===== src/rtl/arm_mem_pkg.sv =====
// Shared definitions for the memory bus arbiter: access-size encodings,
// FSM state constants, grant source encoding and the alignment check.
package arm_mem_pkg;

    // Access size encodings carried on ls_size.
    localparam logic [1:0] SZ_BYTE = 2'b00;
    localparam logic [1:0] SZ_HALF = 2'b01;
    localparam logic [1:0] SZ_WORD = 2'b10;

    // Arbiter FSM state type and constants.
    typedef logic [1:0] state_t;
    localparam state_t ST_IDLE   = 2'd0;
    localparam state_t ST_ACCESS = 2'd1;
    localparam state_t ST_RESP   = 2'd2;

    // Grant source encoding.
    localparam logic SRC_IF = 1'b0;
    localparam logic SRC_LS = 1'b1;

    // True when the access cannot be issued as a single aligned RAM cycle.
    // Size 11 has no meaning and is rejected the same way.
    function automatic logic is_misaligned(input logic [1:0] size, input logic [1:0] addr_lo);
        logic mis;
        case (size)
            SZ_BYTE: mis = 1'b0;
            SZ_HALF: mis = addr_lo[0];
            SZ_WORD: mis = (addr_lo != 2'b00);
            default: mis = 1'b1;
        endcase
        return mis;
    endfunction

endpackage


===== src/rtl/mem_lane_align.sv =====
// Byte-lane steering between the core and the 32-bit RAM port.
// Produces byte enables, replicated write data, the extracted and
// extended read value, and the misaligned flag for one access.
module mem_lane_align
    import arm_mem_pkg::*;
(
    input  logic [1:0]  size_i,
    input  logic [1:0]  addr_lo_i,
    input  logic        signed_i,
    input  logic [31:0] wdata_i,
    input  logic [31:0] rdata_i,
    output logic [3:0]  be_o,
    output logic [31:0] wdata_o,
    output logic [31:0] rdata_o,
    output logic        misaligned_o
);

    logic [31:0] shifted_s;

    // Move the addressed lane down to bit 0, then pick enables, write
    // replication and read extension by access size.
    always_comb begin
        shifted_s    = rdata_i >> {addr_lo_i, 3'b000};
        misaligned_o = is_misaligned(size_i, addr_lo_i);
        be_o         = 4'b0000;
        wdata_o      = wdata_i;
        rdata_o      = 32'h0000_0000;
        case (size_i)
            SZ_BYTE: begin
                be_o    = 4'b0001 << addr_lo_i;
                wdata_o = {4{wdata_i[7:0]}};
                rdata_o = {{24{signed_i & shifted_s[7]}}, shifted_s[7:0]};
            end
            SZ_HALF: begin
                be_o    = addr_lo_i[1] ? 4'b1100 : 4'b0011;
                wdata_o = {2{wdata_i[15:0]}};
                rdata_o = {{16{signed_i & shifted_s[15]}}, shifted_s[15:0]};
            end
            SZ_WORD: begin
                be_o    = 4'b1111;
                wdata_o = wdata_i;
                rdata_o = rdata_i;
            end
            default: begin
                be_o    = 4'b0000;
                wdata_o = wdata_i;
                rdata_o = 32'h0000_0000;
            end
        endcase
    end

endmodule


===== src/rtl/mem_bus_arbiter.sv =====
// Arbiter and sequencer for the single external RAM port shared by
// instruction fetch (IF) and load/store (LS). IDLE -> ACCESS -> RESP.
// All RAM strobes and requester responses are registered.
// Optional build macro MEM_TIMEOUT_EN adds a ram_ready wait limit of
// TIMEOUT_CYCLES; without it ACCESS waits indefinitely.
module mem_bus_arbiter
    import arm_mem_pkg::*;
#(
    parameter bit FAIR_ARB = 1'b1
`ifdef MEM_TIMEOUT_EN
    ,
    parameter int unsigned TIMEOUT_CYCLES = 255
`endif
) (
    input  logic        clk,
    input  logic        rst,
    input  logic        if_req,
    input  logic [31:0] if_addr,
    output logic        if_ack,
    output logic [31:0] if_rdata,
    output logic        if_err,
    input  logic        ls_req,
    input  logic        ls_we,
    input  logic [31:0] ls_addr,
    input  logic [1:0]  ls_size,
    input  logic        ls_signed,
    input  logic [31:0] ls_wdata,
    output logic        ls_ack,
    output logic [31:0] ls_rdata,
    output logic        ls_err,
    output logic [31:0] mem_addr,
    output logic [3:0]  mem_be,
    output logic [31:0] mem_wdata,
    input  logic [31:0] mem_rdata,
    output logic        cs,
    output logic        we,
    output logic        oe,
    input  logic        ram_ready,
    output logic        busy
);

    // FSM and latched access attributes.
    state_t      state_q,      state_d;
    logic        last_grant_q, last_grant_d;
    logic        src_q,        src_d;
    logic [1:0]  size_q,       size_d;
    logic [1:0]  addr_lo_q,    addr_lo_d;
    logic        we_q,         we_d;
    logic        signed_q,     signed_d;

    // Registered outputs.
    logic        cs_q,        cs_d;
    logic        mem_we_q,    mem_we_d;
    logic        oe_q,        oe_d;
    logic [31:0] mem_addr_q,  mem_addr_d;
    logic [3:0]  mem_be_q,    mem_be_d;
    logic [31:0] mem_wdata_q, mem_wdata_d;
    logic        if_ack_q,    if_ack_d;
    logic        ls_ack_q,    ls_ack_d;
    logic [31:0] if_rdata_q,  if_rdata_d;
    logic [31:0] ls_rdata_q,  ls_rdata_d;
    logic        if_err_q,    if_err_d;
    logic        ls_err_q,    ls_err_d;
    logic        busy_q,      busy_d;

    // Response payload for the cycle that enters RESP.
    logic [31:0] resp_rdata_d;
    logic        resp_err_d;

    // Arbitration candidate.
    logic        grant_any_s;
    logic        grant_src_s;
    logic        prefer_if_s;
    logic [31:0] cand_addr_s;
    logic [1:0]  cand_size_s;
    logic        cand_we_s;
    logic        cand_signed_s;

    // Lane steering.
    logic [1:0]  align_size_s;
    logic [1:0]  align_addr_lo_s;
    logic        align_signed_s;
    logic [3:0]  lane_be_s;
    logic [31:0] lane_wdata_s;
    logic [31:0] lane_rdata_s;
    logic        lane_mis_s;

`ifdef MEM_TIMEOUT_EN
    logic [31:0] tmo_cnt_q, tmo_cnt_d;
`endif

    // Pick the winner among pending requests and gather its access fields.
    always_comb begin
        prefer_if_s = FAIR_ARB && (last_grant_q == SRC_LS);
        grant_any_s = if_req | ls_req;
        if (if_req && ls_req) begin
            grant_src_s = prefer_if_s ? SRC_IF : SRC_LS;
        end else if (ls_req) begin
            grant_src_s = SRC_LS;
        end else begin
            grant_src_s = SRC_IF;
        end
        if (grant_src_s == SRC_LS) begin
            cand_addr_s   = ls_addr;
            cand_size_s   = ls_size;
            cand_we_s     = ls_we;
            cand_signed_s = ls_signed;
        end else begin
            cand_addr_s   = if_addr;
            cand_size_s   = SZ_WORD;
            cand_we_s     = 1'b0;
            cand_signed_s = 1'b0;
        end
    end

    // In IDLE the lane logic sees the candidate; afterwards the latched access.
    always_comb begin
        if (state_q == ST_IDLE) begin
            align_size_s    = cand_size_s;
            align_addr_lo_s = cand_addr_s[1:0];
            align_signed_s  = cand_signed_s;
        end else begin
            align_size_s    = size_q;
            align_addr_lo_s = addr_lo_q;
            align_signed_s  = signed_q;
        end
    end

    mem_lane_align u_lane (
        .size_i       (align_size_s),
        .addr_lo_i    (align_addr_lo_s),
        .signed_i     (align_signed_s),
        .wdata_i      (ls_wdata),
        .rdata_i      (mem_rdata),
        .be_o         (lane_be_s),
        .wdata_o      (lane_wdata_s),
        .rdata_o      (lane_rdata_s),
        .misaligned_o (lane_mis_s)
    );

    // FSM next state, access latching and response payload.
    always_comb begin
        state_d      = state_q;
        last_grant_d = last_grant_q;
        src_d        = src_q;
        size_d       = size_q;
        addr_lo_d    = addr_lo_q;
        we_d         = we_q;
        signed_d     = signed_q;
        mem_addr_d   = mem_addr_q;
        mem_be_d     = mem_be_q;
        mem_wdata_d  = mem_wdata_q;
        resp_rdata_d = 32'h0000_0000;
        resp_err_d   = 1'b0;
`ifdef MEM_TIMEOUT_EN
        tmo_cnt_d    = tmo_cnt_q;
`endif
        case (state_q)
            ST_IDLE: begin
                if (grant_any_s) begin
                    src_d        = grant_src_s;
                    last_grant_d = grant_src_s;
                    size_d       = cand_size_s;
                    addr_lo_d    = cand_addr_s[1:0];
                    we_d         = cand_we_s;
                    signed_d     = cand_signed_s;
                    if (lane_mis_s) begin
                        // Rejected without touching the RAM.
                        state_d    = ST_RESP;
                        resp_err_d = 1'b1;
                    end else begin
                        state_d     = ST_ACCESS;
                        mem_addr_d  = {cand_addr_s[31:2], 2'b00};
                        mem_be_d    = lane_be_s;
                        mem_wdata_d = lane_wdata_s;
`ifdef MEM_TIMEOUT_EN
                        tmo_cnt_d   = 32'd0;
`endif
                    end
                end else begin
                    state_d = ST_IDLE;
                end
            end
            ST_ACCESS: begin
                if (ram_ready) begin
                    state_d      = ST_RESP;
                    resp_rdata_d = we_q ? 32'h0000_0000 : lane_rdata_s;
`ifdef MEM_TIMEOUT_EN
                end else if (tmo_cnt_q == (TIMEOUT_CYCLES - 32'd1)) begin
                    state_d    = ST_RESP;
                    resp_err_d = 1'b1;
                end else begin
                    tmo_cnt_d = tmo_cnt_q + 32'd1;
`else
                end else begin
                    state_d = ST_ACCESS;
`endif
                end
            end
            ST_RESP: begin
                state_d = ST_IDLE;
            end
            default: begin
                state_d = ST_IDLE;
            end
        endcase
    end

    // Output values for the next cycle, derived from the next state so
    // that strobes and acks line up with the state they belong to.
    always_comb begin
        cs_d       = (state_d == ST_ACCESS);
        mem_we_d   = cs_d & we_d;
        oe_d       = cs_d & ~we_d;
        busy_d     = (state_d != ST_IDLE);
        if_ack_d   = (state_d == ST_RESP) && (src_d == SRC_IF);
        ls_ack_d   = (state_d == ST_RESP) && (src_d == SRC_LS);
        if (if_ack_d) begin
            if_rdata_d = resp_rdata_d;
            if_err_d   = resp_err_d;
        end else begin
            if_rdata_d = if_rdata_q;
            if_err_d   = if_err_q;
        end
        if (ls_ack_d) begin
            ls_rdata_d = resp_rdata_d;
            ls_err_d   = resp_err_d;
        end else begin
            ls_rdata_d = ls_rdata_q;
            ls_err_d   = ls_err_q;
        end
    end

    // State and output registers; reset drops strobes immediately.
    always_ff @(posedge clk or posedge rst) begin
        if (rst) begin
            state_q      <= ST_IDLE;
            last_grant_q <= SRC_IF;
            src_q        <= SRC_IF;
            size_q       <= SZ_BYTE;
            addr_lo_q    <= 2'b00;
            we_q         <= 1'b0;
            signed_q     <= 1'b0;
            cs_q         <= 1'b0;
            mem_we_q     <= 1'b0;
            oe_q         <= 1'b0;
            mem_addr_q   <= 32'h0000_0000;
            mem_be_q     <= 4'b0000;
            mem_wdata_q  <= 32'h0000_0000;
            if_ack_q     <= 1'b0;
            ls_ack_q     <= 1'b0;
            if_rdata_q   <= 32'h0000_0000;
            ls_rdata_q   <= 32'h0000_0000;
            if_err_q     <= 1'b0;
            ls_err_q     <= 1'b0;
            busy_q       <= 1'b0;
        end else begin
            state_q      <= state_d;
            last_grant_q <= last_grant_d;
            src_q        <= src_d;
            size_q       <= size_d;
            addr_lo_q    <= addr_lo_d;
            we_q         <= we_d;
            signed_q     <= signed_d;
            cs_q         <= cs_d;
            mem_we_q     <= mem_we_d;
            oe_q         <= oe_d;
            mem_addr_q   <= mem_addr_d;
            mem_be_q     <= mem_be_d;
            mem_wdata_q  <= mem_wdata_d;
            if_ack_q     <= if_ack_d;
            ls_ack_q     <= ls_ack_d;
            if_rdata_q   <= if_rdata_d;
            ls_rdata_q   <= ls_rdata_d;
            if_err_q     <= if_err_d;
            ls_err_q     <= ls_err_d;
            busy_q       <= busy_d;
        end
    end

`ifdef MEM_TIMEOUT_EN
    // ACCESS cycle counter for the ram_ready wait limit.
    always_ff @(posedge clk or posedge rst) begin
        if (rst) begin
            tmo_cnt_q <= 32'd0;
        end else begin
            tmo_cnt_q <= tmo_cnt_d;
        end
    end
`endif

    assign cs        = cs_q;
    assign we        = mem_we_q;
    assign oe        = oe_q;
    assign mem_addr  = mem_addr_q;
    assign mem_be    = mem_be_q;
    assign mem_wdata = mem_wdata_q;
    assign if_ack    = if_ack_q;
    assign ls_ack    = ls_ack_q;
    assign if_rdata  = if_rdata_q;
    assign ls_rdata  = ls_rdata_q;
    assign if_err    = if_err_q;
    assign ls_err    = ls_err_q;
    assign busy      = busy_q;

endmodule


===== config.mk =====
export PLATFORM = sky130hd
export DESIGN_NAME = mem_bus_arbiter
export DESIGN_NICKNAME = d
export VERILOG_FILES = /design/src/rtl/arm_mem_pkg.sv /design/src/rtl/mem_lane_align.sv /design/src/rtl/mem_bus_arbiter.sv
export SDC_FILE = /design/constraint.sdc
export NUM_CORES = 1
export LEC_CHECK = 0
export CAP_MARGIN = 20
export CORE_ASPECT_RATIO = 0.9
export CORE_MARGIN = 2
export CORE_UTILIZATION = 45
export CTS_BUF_LIST = sky130_fd_sc_hd__clkbuf_4 sky130_fd_sc_hd__clkbuf_8
export CTS_CLUSTER_DIAMETER = 200
export DETAILED_ROUTE_END_ITERATION = 6
export PLACE_DENSITY = 0.81
export SYNTH_ARGS = -nofsm -noshare
export SYNTH_HDL_FRONTEND = slang
export SYNTH_SLANG_ARGS = --single-unit

===== constraint.sdc =====
create_clock -name clk -period 6.86 [get_ports clk]
set_clock_uncertainty 0.2 [all_clocks]
set_input_delay 1.715 -clock clk [delete_from_list [all_inputs] [get_ports clk]]
set_output_delay 1.715 -clock clk [all_outputs]
set_load 0.1 [all_outputs]

# --- Yosys cells after proc, flatten, opt, wreduce, memory -nomap -nowiden ---
# Cells that the tools add are included.
# W data, S select, Z words.
word_totals:
  elab_cells: 73
  in_bits: 137
  output_inout_bits: 140
  regBits: 148
op_classes:
  mux: 29
  n_bitwise: 8
  reduce_logical: 9
  shifts: 2
  eq_ne: 5
ops:
  columns: ["cell", "n"]
  rows:
  - ["$mux W32", 4]
  - ["$pmux W32 S3", 1]
  - ["$pmux W32 S2", 1]
  - ["$shr A32 B5 Y16", 1]
  - ["$mux W1", 13]
  - ["$mux W2", 6]
  - ["$pmux W4 S3", 1]
  - ["$eq A2 B1 Y1 const B", 3]
  - ["$and A1 B1 Y1", 4]
  - ["$eq A2 B2 Y1 const B", 2]
  - ["$logic_not A2 Y1", 2]
  - ["$mux W4", 1]
  - ["$pmux W2 S2", 1]
  - ["$reduce_bool A2 Y1", 2]
  - ["$shl A1 B2 Y4 const A", 1]
  - ["$logic_and A1 B1 Y1", 3]
  - ["$not A1 Y1", 3]
  - ["$pmux W1 S3", 1]
  - ["$reduce_and A3 Y1", 1]
  - ["$reduce_and A2 Y1", 1]
  - ["$or A1 B1 Y1", 1]

# --- Longest topological paths before layout ---
# Gate-level depths: netlist of run 1.
depth:
  ltp_word: 11
  mapped_depth: 11
  ltp_nobuf: 8

# --- Hierarchy ---
# From an unflattened synthesis of run 1, not the netlist that was laid out.
unflattened:
  cells_unflattened: 619
  hier_area_um2: 7263.2
modules_own_cells:
  columns: ["module", "area_per_inst_um2", "seq_area_each_um2", "instances", "cells_per_inst"]
  rows:
  - ["mem_bus_arbiter", 6082.1, 3703.6, 1, 448]
  - ["mem_lane_align", 1181.1, 0.0, 1, 171]

# --- Worst setup path before layout of run 1 ---
# No wires, ideal clock.
synth_path:
  path_type: "in2reg"
  from: "input ls_req"
  to: "register if_rdata_q[10], in the netlist if_rdata[10]"
  stages: 9
  t_arrival_ps: 3434
  t_required_ps: 6538
  path_buffers: 2
  path_slack_ps: 3105
  cell_sequence: "a21boi_2 o221a_4 or2_1 buf_2 o32ai_4 nor2_2 buf_6 a211o_1 a22o_1"
synth_between:
  elab_chain_len: 11
  word_cells_on_any_way: 29
  cone_classes: "eq/ne (3); shift (1); mux (18); bitwise (3); reduce/logical (4)"
synth_lines:
  columns: ["element", "line_no", "text"]
  rows:
  - ["from (decl)", "mem_bus_arbiter.sv:22", "input logic ls_req,"]
  - ["branches (longest 11 deep; another with $mux W32)", null, null]
  - ["to (signal assigned)", "mem_bus_arbiter.sv:273", "if_rdata_q <= if_rdata_d;"]
  - ["to (decl)", "mem_bus_arbiter.sv:60", "logic [31:0] if_rdata_q, if_rdata_d;"]
# Parallel ways; which one is timed is not known.
# A chain may end at the register's enable or synchronous reset.

# --- Worst setup path after layout of run 1 ---
layout_path:
  from: "input ls_req"
  to: "register if_rdata_q[22], in the netlist if_rdata[22]"
layout_between:
  elab_chain_len: 11
  word_cells_on_any_way: 30
  cone_classes: "eq/ne (3); shift (1); mux (18); bitwise (4); reduce/logical (4)"
layout_lines:
  columns: ["element"]
  rows:
  - ["branches (longest 11 deep; another with $mux W32)"]
# Parallel ways; which one is timed is not known.

==> results of run 1 <==
cells by family after synthesis:
group                     after synthesis  synth area share, %
buffers and inverters                  58                 3.95
AOI/OAI and AO/OA                     231                 22.5
DFF                                   148                 54.4
xor gates and xnor gates                1                0.129
and+or+nand+nor                       286                 16.7
other                                   1               0.0551
muxes                                  16                 2.35
worst max-delay path, cell delays in order:
cell and delay (ns):
clkdlybuf4s50_1 0.57, a21boi_4 0.23, buf_4 0.39, o221a_4 0.27, or2_1 0.44, o32ai_4 0.17, nor2_2 0.90, a211oi_1 0.13
o21ai_0 0.24
cell type report:
type | instances | area share [%]
clock buffers | 21 | 2.79
clock inverters | 11 | 1.69
inverters | 10 | 0.419
multi-input cells | 536 | 28.1
flip-flops and latches | 148 | 36.5
well taps | 198 | 2.44
repair buffers | 285 | 28.1
layer usage:
metal	up-vias	wire, µm
met4	0	571
met2	340	10600
met5	-	0
met3	41	2150
li1	3094	-
met1	3169	9050
sequential cells by signal (all words and copies together) (netlist names), 2 cells and up:
signal and cells:
addr_lo_q 2, if_rdata 32, ls_rdata 32, mem_addr 30
mem_be 4, mem_wdata 32, size_q 2, state_q 2
worst paths after layout:
check,depth (start not counted),startpoint,endpoint,slack (ns)
worst max-delay path,9,ls_req,if_rdata[22],1.93
worst min-delay path,2,mem_wdata[11],mem_wdata[11],0.28
worst max register to register,8,last_grant_q,if_rdata[22],3.40
worst min register to register,2,mem_wdata[11],mem_wdata[11],0.28
max in group asynchronous,4,rst,mem_be[3],3.79
min in group asynchronous,2,rst,if_ack,1.48
cell usage in the layout (no fill, tap or decap), types with 3 or more instances in the layout:
master / count
a211oi_1: 17
dfrtp_1: 148
o21ai_0: 78
o2bb2ai_1: 7
a22o_1: 20
o22ai_1: 5
or2_2: 3
nor2_2: 3
bufinv_16: 4
buf_4: 9
inv_6: 3
a31oi_1: 40
a22oi_1: 7
nand2_1: 210
mux2i_1: 16
inv_1: 9
and2_1: 3
a21oi_1: 25
a211o_1: 6
nor2_1: 51
o21ai_1: 4
clkbuf_8: 20
nand3_1: 3
clkdlybuf4s50_1: 274
nand2b_1: 3
per-stage QoR:
stage / setup slack (ns) / instance area, µm²
3_5_place_dp: 1.54 / 9650
4_1_cts: 2.03 / 10100
2_1_floorplan: 0.965 / 6810
6_report: 1.93 / 10200
3_3_place_gp: 1.49 / 9650
5_1_grt: 1.74 / 10200
==> results_dict.tcl, run 1 <==
set metrics [dict create \
    clock-sinks 148 \
    antenna_found_initial 0 \
    post_cts_buffers 0 \
    fin_nets 1135 \
    yosys.area.top_type_share_pct 54.4 \
    synth_most_common_cell "nand2_1" \
    grt_util_met1_pct 36.0 \
    holdWs_ns 0.277 \
    finalCritPeriodShare_pct 71.8 \
    port_buffers 274 \
    path_clk_slew_ns 0.08 \
    fin_crit_ns 4.93 \
    drv_slew 0 \
    synth.area.top_cells "dfrtp_1, nand2_1, o21ai_0" \
    vias 6644 \
    diodes 0 \
    layout-drive-gt1-share_pct 6.63 \
    syn_area_um2 6810 \
    synth_seq_cells 148 \
    hold_buffers 0 \
    insertion_delay_ns 0.45 \
    top_usage_layer "met2" \
    syn_area_per_cell_um2 9.19 \
    synthArstFlopShare_pct 100 \
    cts_root_buffer "clkbuf_8" \
    ys_warn_count 0 \
    detail-route-antenna-nets 0 \
    place_congestion 0.870 \
    fmax_ghz 0.203 \
    final-seq-area_um2 3700 \
    grt_use_met3_pct 8.85 \
    drt-total-wl_mm 22.4 \
    fin_cells 1209 \
    firstDrtPassIters 7 \
    end_kind "flop" \
    drt_iter0_drc 542 \
    cts_tree "yes" \
    rsz0062_at_grt "no" \
    status "finished, final reports clean" \
    synthToLayoutAreaGrowth_pct 49.1 \
    synth_cell_type_count 53 \
    cp_max_fo 37 \
    tns_ns 0 \
    ios 277 \
    synth-seq-area-share_pct 54.4 \
    grt.total_usage_pct 28.2 \
    die_h_um 121 \
    multiInputGateArea_um2 2850 \
    initial_core_util_pct 46.1 \
    grtUsageMet2_pct 46.0 \
    cts_buffer_depth 2 \
    rows 42 \
    drv_cap 0 \
    critPathLaunchType "input port" \
    worstPathArrival_ns 5.08 \
    placed_cells 1175 \
    overflow 0 \
    critPathKind "input port to flop" \
    fillCellCount 1161 \
    required_ns 7.01 \
    yosysTopAreaCell "dfrtp_1" \
    cts_made_buffers 17 \
    remaining_drc_errors 0 \
    ys_top_cells_by_count "nand2_1, dfrtp_1, o21ai_0" \
    grt_pass1_wl_mm 35.0 \
    grt_pass1_vias 6587 \
    die_area_um2 16100 \
    synthCells 741 \
    synth_flop_cell "dfrtp_1" \
    synth_edf_count 0 \
    dp_hpwl_mm 16.3 \
    fin_util_pct 68.7 \
    routedWlPerCell_um 18.5 \
    ctsResizeCount 0 \
    hold_violations 0 \
    setup_violations 0 \
    h-tree-depth 4 \
    worstMarginPinSlew_ns 1.14 \
    grt_start_max_net_pins 117 \
    die_x_um 134 \
    hp-class "flop to flop" \
    viasPerCell 5.50 \
    slew_headroom_pct 24.0 \
    core-area_um2 14800 \
]
Power of run 1 is left out: the tool's default activity adds up to more than one toggle a clock period on the data nets, which glitch-free logic cannot reach.
==> run 2, diff against run 1 <==
Clock period 6.86 ns to 5 ns, I/O delays scaled along.
==> results_dict.tcl, run 2 (synthesis results as in run 1) <==
set metrics [dict create \
    status "finished, final reports clean" \
    grt_pass1_vias 6590 \
    crit_start "if_req" \
    crit_chain "clkdlybuf4s50_1 -> a21boi_4 -> a31o_2 -> nor2_4 -> nand2_1 -> nor2_2 -> a211oi_1 -> o21ai_0" \
    rows 42 \
    dp_hpwl_mm 16.4 \
    synthToLayoutAreaGrowth_pct 47.7 \
    h-tree-depth 4 \
    core-area_um2 14800 \
    layout-drive-gt1-share_pct 6.90 \
    die_area_um2 16100 \
    hold_buffers 0 \
    hold_path_startpoint "mem_wdata[6]" \
    ios 277 \
    die_h_um 121 \
    place_congestion 0.942 \
    grt_util_met1_pct 37.8 \
    r2r_end "ls_rdata[23]" \
    rsz0062_at_grt "no" \
    grt_pass1_wl_mm 35.3 \
    holdPathStages 2 \
    holdWs_ns 0.277 \
    cts_buffer_depth 2 \
    cts_tree "yes" \
    hp-class "flop to flop" \
    hold-path-endpoint "mem_wdata[6]" \
    cts_made_buffers 17 \
    grt_use_met3_pct 9.27 \
    critPathLaunchType "input port" \
    grtUsageMet2_pct 44.1 \
    cp_max_fo 24 \
    overflow 0 \
    worstMarginPinSlew_ns 1.12 \
    hold_violations 0 \
    grt.total_usage_pct 28.6 \
    tns_ns 0 \
    r2r_slack_ns 1.80 \
    fin_crit_ns 3.97 \
    slowest_stage "nor2_2" \
    top_usage_layer "met2" \
    end_kind "flop" \
    vias 6682 \
    layout_common_cells "clkdlybuf4s50_1, nand2_1, dfrtp_1" \
    path_clk_slew_ns 0.08 \
    fin_nets 1138 \
    cts_root_buffer "clkbuf_8" \
    postLayoutSetupSlackWorst_ns 1.03 \
    slew_headroom_pct 25.2 \
    drt_iter0_drc 612 \
    post_cts_buffers 0 \
    fmax_ghz 0.252 \
    diodes 0 \
    firstDrtPassIters 5 \
    r2r-start "state_q[1]" \
    antenna_found_initial 0 \
    dpl_worst_slack_ns 0.631 \
    insertion_delay_ns 0.47 \
    required_ns 5.17 \
    port_buffers 274 \
    die_x_um 134 \
    ctsResizeCount 0 \
    layout_commonest_cell "clkdlybuf4s50_1" \
    critPathKind "input port to flop" \
    drv_cap 0 \
    remaining_drc_errors 0 \
    routedWlPerCell_um 18.5 \
    drt-total-wl_mm 22.4 \
    initial_core_util_pct 46.1 \
    detail-route-antenna-nets 0 \
    setup_violations 0 \
    grt_start_max_net_pins 93 \
    cp_slowest_stage_delay_ns 0.86 \
    r2r_cells 7 \
    worstPathArrival_ns 4.14 \
    drv_slew 0 \
    clock-sinks 148 \
    finalCritPeriodShare_pct 79.4 \
    viasPerCell 5.51 \
]
[run 2: changes by cell type in the layout (fill, tap and decap cells not counted), sizes merged]
cell and change:
inv -1, buf +3, clkinvlp +2, clkbuf -1
clkinv +4, bufinv -4
[run 2: critical path, delay by kind of cell]
kind            cells  cell delay, ns
compound gates      4            0.96
buf+inv             1            0.61
simple gates        3            1.32
[run 2: metrics by stage]
step	cells	area (µm²)	util, %
detailed placement	1180	9720	65.8
finish	1212	10100	68.1
global placement	1180	9720	65.8
CTS	1212	10100	68.1
floorplan	742	6820	-
global route	1212	10100	68.1
[run 2: layout make-up]
| class | count | area [µm²] |
|---|---|---|
| Clock buffer | 20 | 263 |
| Clock inverter | 12 | 82.6 |
| Fill cell | 1177 | 4710 |
| Inverter | 10 | 41.3 |
| Multi-Input combinational cell | 536 | 2850 |
| Sequential cell | 148 | 3700 |
| Tap cell | 198 | 248 |
| Timing Repair Buffer | 288 | 2870 |
[run 2: worst max-delay path by stage]
stage / endpoint / slack, ns / cells past startpoint
2_1_floorplan: addr_lo_q[0] / 1.69 / 1
3_3_place_gp: if_rdata[17] / 0.73 / 8
3_5_place_dp: if_rdata[27] / 0.63 / 8
4_1_cts: ls_rdata[15] / 1.10 / 8
5_1_grt: if_rdata[27] / 0.76 / 8
6_report: ls_rdata[15] / 1.03 / 8
[run 2: per-layer routing]
metal,share of wire (%),vias up
li1,-,3099
met1,41,3169
met2,46,370
met3,10,44
met4,2.6,0
met5,0,-
Power of run 2 is left out for the same reason.
==> patch: new RTL, flow settings as in run 2 <==
Remove the case item `SZ_BYTE` of the case on `size_i`.
--- a/src/rtl/mem_lane_align.sv
+++ b/src/rtl/mem_lane_align.sv
@@ -26,11 +26,6 @@
         wdata_o      = wdata_i;
         rdata_o      = 32'h0000_0000;
         case (size_i)
-            SZ_BYTE: begin
-                be_o    = 4'b0001 << addr_lo_i;
-                wdata_o = {4{wdata_i[7:0]}};
-                rdata_o = {{24{signed_i & shifted_s[7]}}, shifted_s[7:0]};
-            end
             SZ_HALF: begin
                 be_o    = addr_lo_i[1] ? 4'b1100 : 4'b0011;
                 wdata_o = {2{wdata_i[15:0]}};
Formal check against the unedited RTL: not equivalent (a bounded check fails within 4 cycles, from zero or initial values and one cycle with rst high).
==> patch against run 2 <==
Cell area rose by 3.7%. Worst setup slack worse by 0.23 ns. Fmax down 5.4%. Sequential cell count shrank 2. Wire length grew 0.64%. Die area rose by 3.0%. Area after synthesis grew 3.1%. Critical path type unchanged. Largest cell class unchanged.
Power is not shown: default switching activity piles up to over one toggle a cycle in this logic, so the estimate is an artifact.
==> patch: results <==
export IMPL_grt_first_pass_wirelength_um=34740
export IMPL_grt_pass1_vias=6387
export IMPL_muxShareOfSynthArea_pct=8.195
export IMPL_synth_commonest_cells="sky130_fd_sc_hd__dfrtp_1 (146), sky130_fd_sc_hd__nand2_1 (101), sky130_fd_sc_hd__nor2_1 (66)"
export IMPL_final_cell_count_no_fill=1159
export IMPL_synth_yosys_warnings=0
export IMPL_timing_critical_path_slowest_stage_cell="sky130_fd_sc_hd__clkdlybuf4s50_1"
export IMPL_status="finished, final reports clean"
export IMPL_cp_top_family="buffers and inverters"
export IMPL_grt_antenna_before_repair=1
export IMPL_synthesized_area_fraction_occupied_by_ao_oa_aoi_and_oai_cells_pct=20.88
export IMPL_path_max_fanout=16
export IMPL_worstPathArrival_ns=4.38
export IMPL_grt_util_all_layers_pct=27.39
export IMPL_vias=6547
export IMPL_detailed_place_hpwl_um=16380
export IMPL_routed_wirelength_um=22550
export IMPL_timing_max_slew_rel_slack_pct=25.78
export IMPL_post_route_cells_drive_above_1_share_pct=10.04
export IMPL_ctsLongestPathBuffers=2
export IMPL_drt_first_iter_violations=543
export IMPL_synthAdderAreaFrac_pct=0.5345
export IMPL_syn_area_per_cell_sq_um=10.36
export IMPL_drt_pass1_iter_count=6
export IMPL_cts_post_setup_buffers_inserted=0
export IMPL_clkLatencyLatePin_ns=0.45
export IMPL_dpl_worst_slack_ns=0.3854
export IMPL_ys_seq_area_share_pct=52.02
export IMPL_synth_top_cells_by_area="sky130_fd_sc_hd__dfrtp_1 (52%), sky130_fd_sc_hd__a221o_1 (6.6%), sky130_fd_sc_hd__nand2_1 (5.4%)"
export IMPL_synth_cell_types=59
export IMPL_finalNetCount=1083
export IMPL_critical_path_max_stage_delay_ns=0.47
export IMPL_grt_max_degree=73
export IMPL_cts_reportedPaths_clkPinSlew_ns=0.08
export IMPL_yosys_area_share_xor_xnor_pct=0
export IMPL_gp_congestion=0.8770
export IMPL_post_dp_cell_area_sq_um=9987
## patch: cell count changes after synthesis, moves of 15 or more
cell,change
sky130_fd_sc_hd__a22o_1,-16
sky130_fd_sc_hd__a221o_1,+46
sky130_fd_sc_hd__o21ai_0,-43
sky130_fd_sc_hd__mux2_2,+16
sky130_fd_sc_hd__nor2_1,+15
sky130_fd_sc_hd__nand2_1,-109
sky130_fd_sc_hd__a211oi_1,-17
## patch: tightest hold or removal path: cells and delay by family (launching register included)
kind               cells  cell delay [ns]
AOI/OAI and AO/OA      1             0.06
and+or+nand+nor        1             0.04
DFF                    1             0.35
## patch: path summary, 6_finish.rpt
kind	start	endpoint	cells past startpoint	slack (ns)
hold / removal	ls_rdata[3]$_DFFE_PP0P_	ls_rdata[3]$_DFFE_PP0P_	2	0.28
min in group asynchronous	rst	mem_addr[5]$_DFFE_PP0P_	2	1.11
hold reg to reg	ls_rdata[3]$_DFFE_PP0P_	ls_rdata[3]$_DFFE_PP0P_	2	0.28
setup / recovery	ls_req	if_rdata[21]$_DFFE_PP0P_	11	0.80
setup reg to reg	state_q[0]$_DFF_PP0_	if_rdata[21]$_DFFE_PP0P_	10	1.38
max in group asynchronous	rst	ls_rdata[31]$_DFFE_PP0P_	3	2.50
## patch: layer usage
metal	vias up	routed length [um]	track usage, %
li1	3003	-	-
met1	3114	8907	34.53
met2	386	10720	44.16
met3	44	2349	9.955
met4	0	571	8.854
met5	-	0	0
## patch: layout make-up
class                   instances  area, sq um
well taps                     202        252.7
repair buffers                298         2960
clock inverters                12        178.9
clock buffers                  20        269.0
flip-flops and latches        146         3654
multi-input cells             467         3068
inverters                      13        52.55
fillers                      1236         4896
diodes                          1        2.502
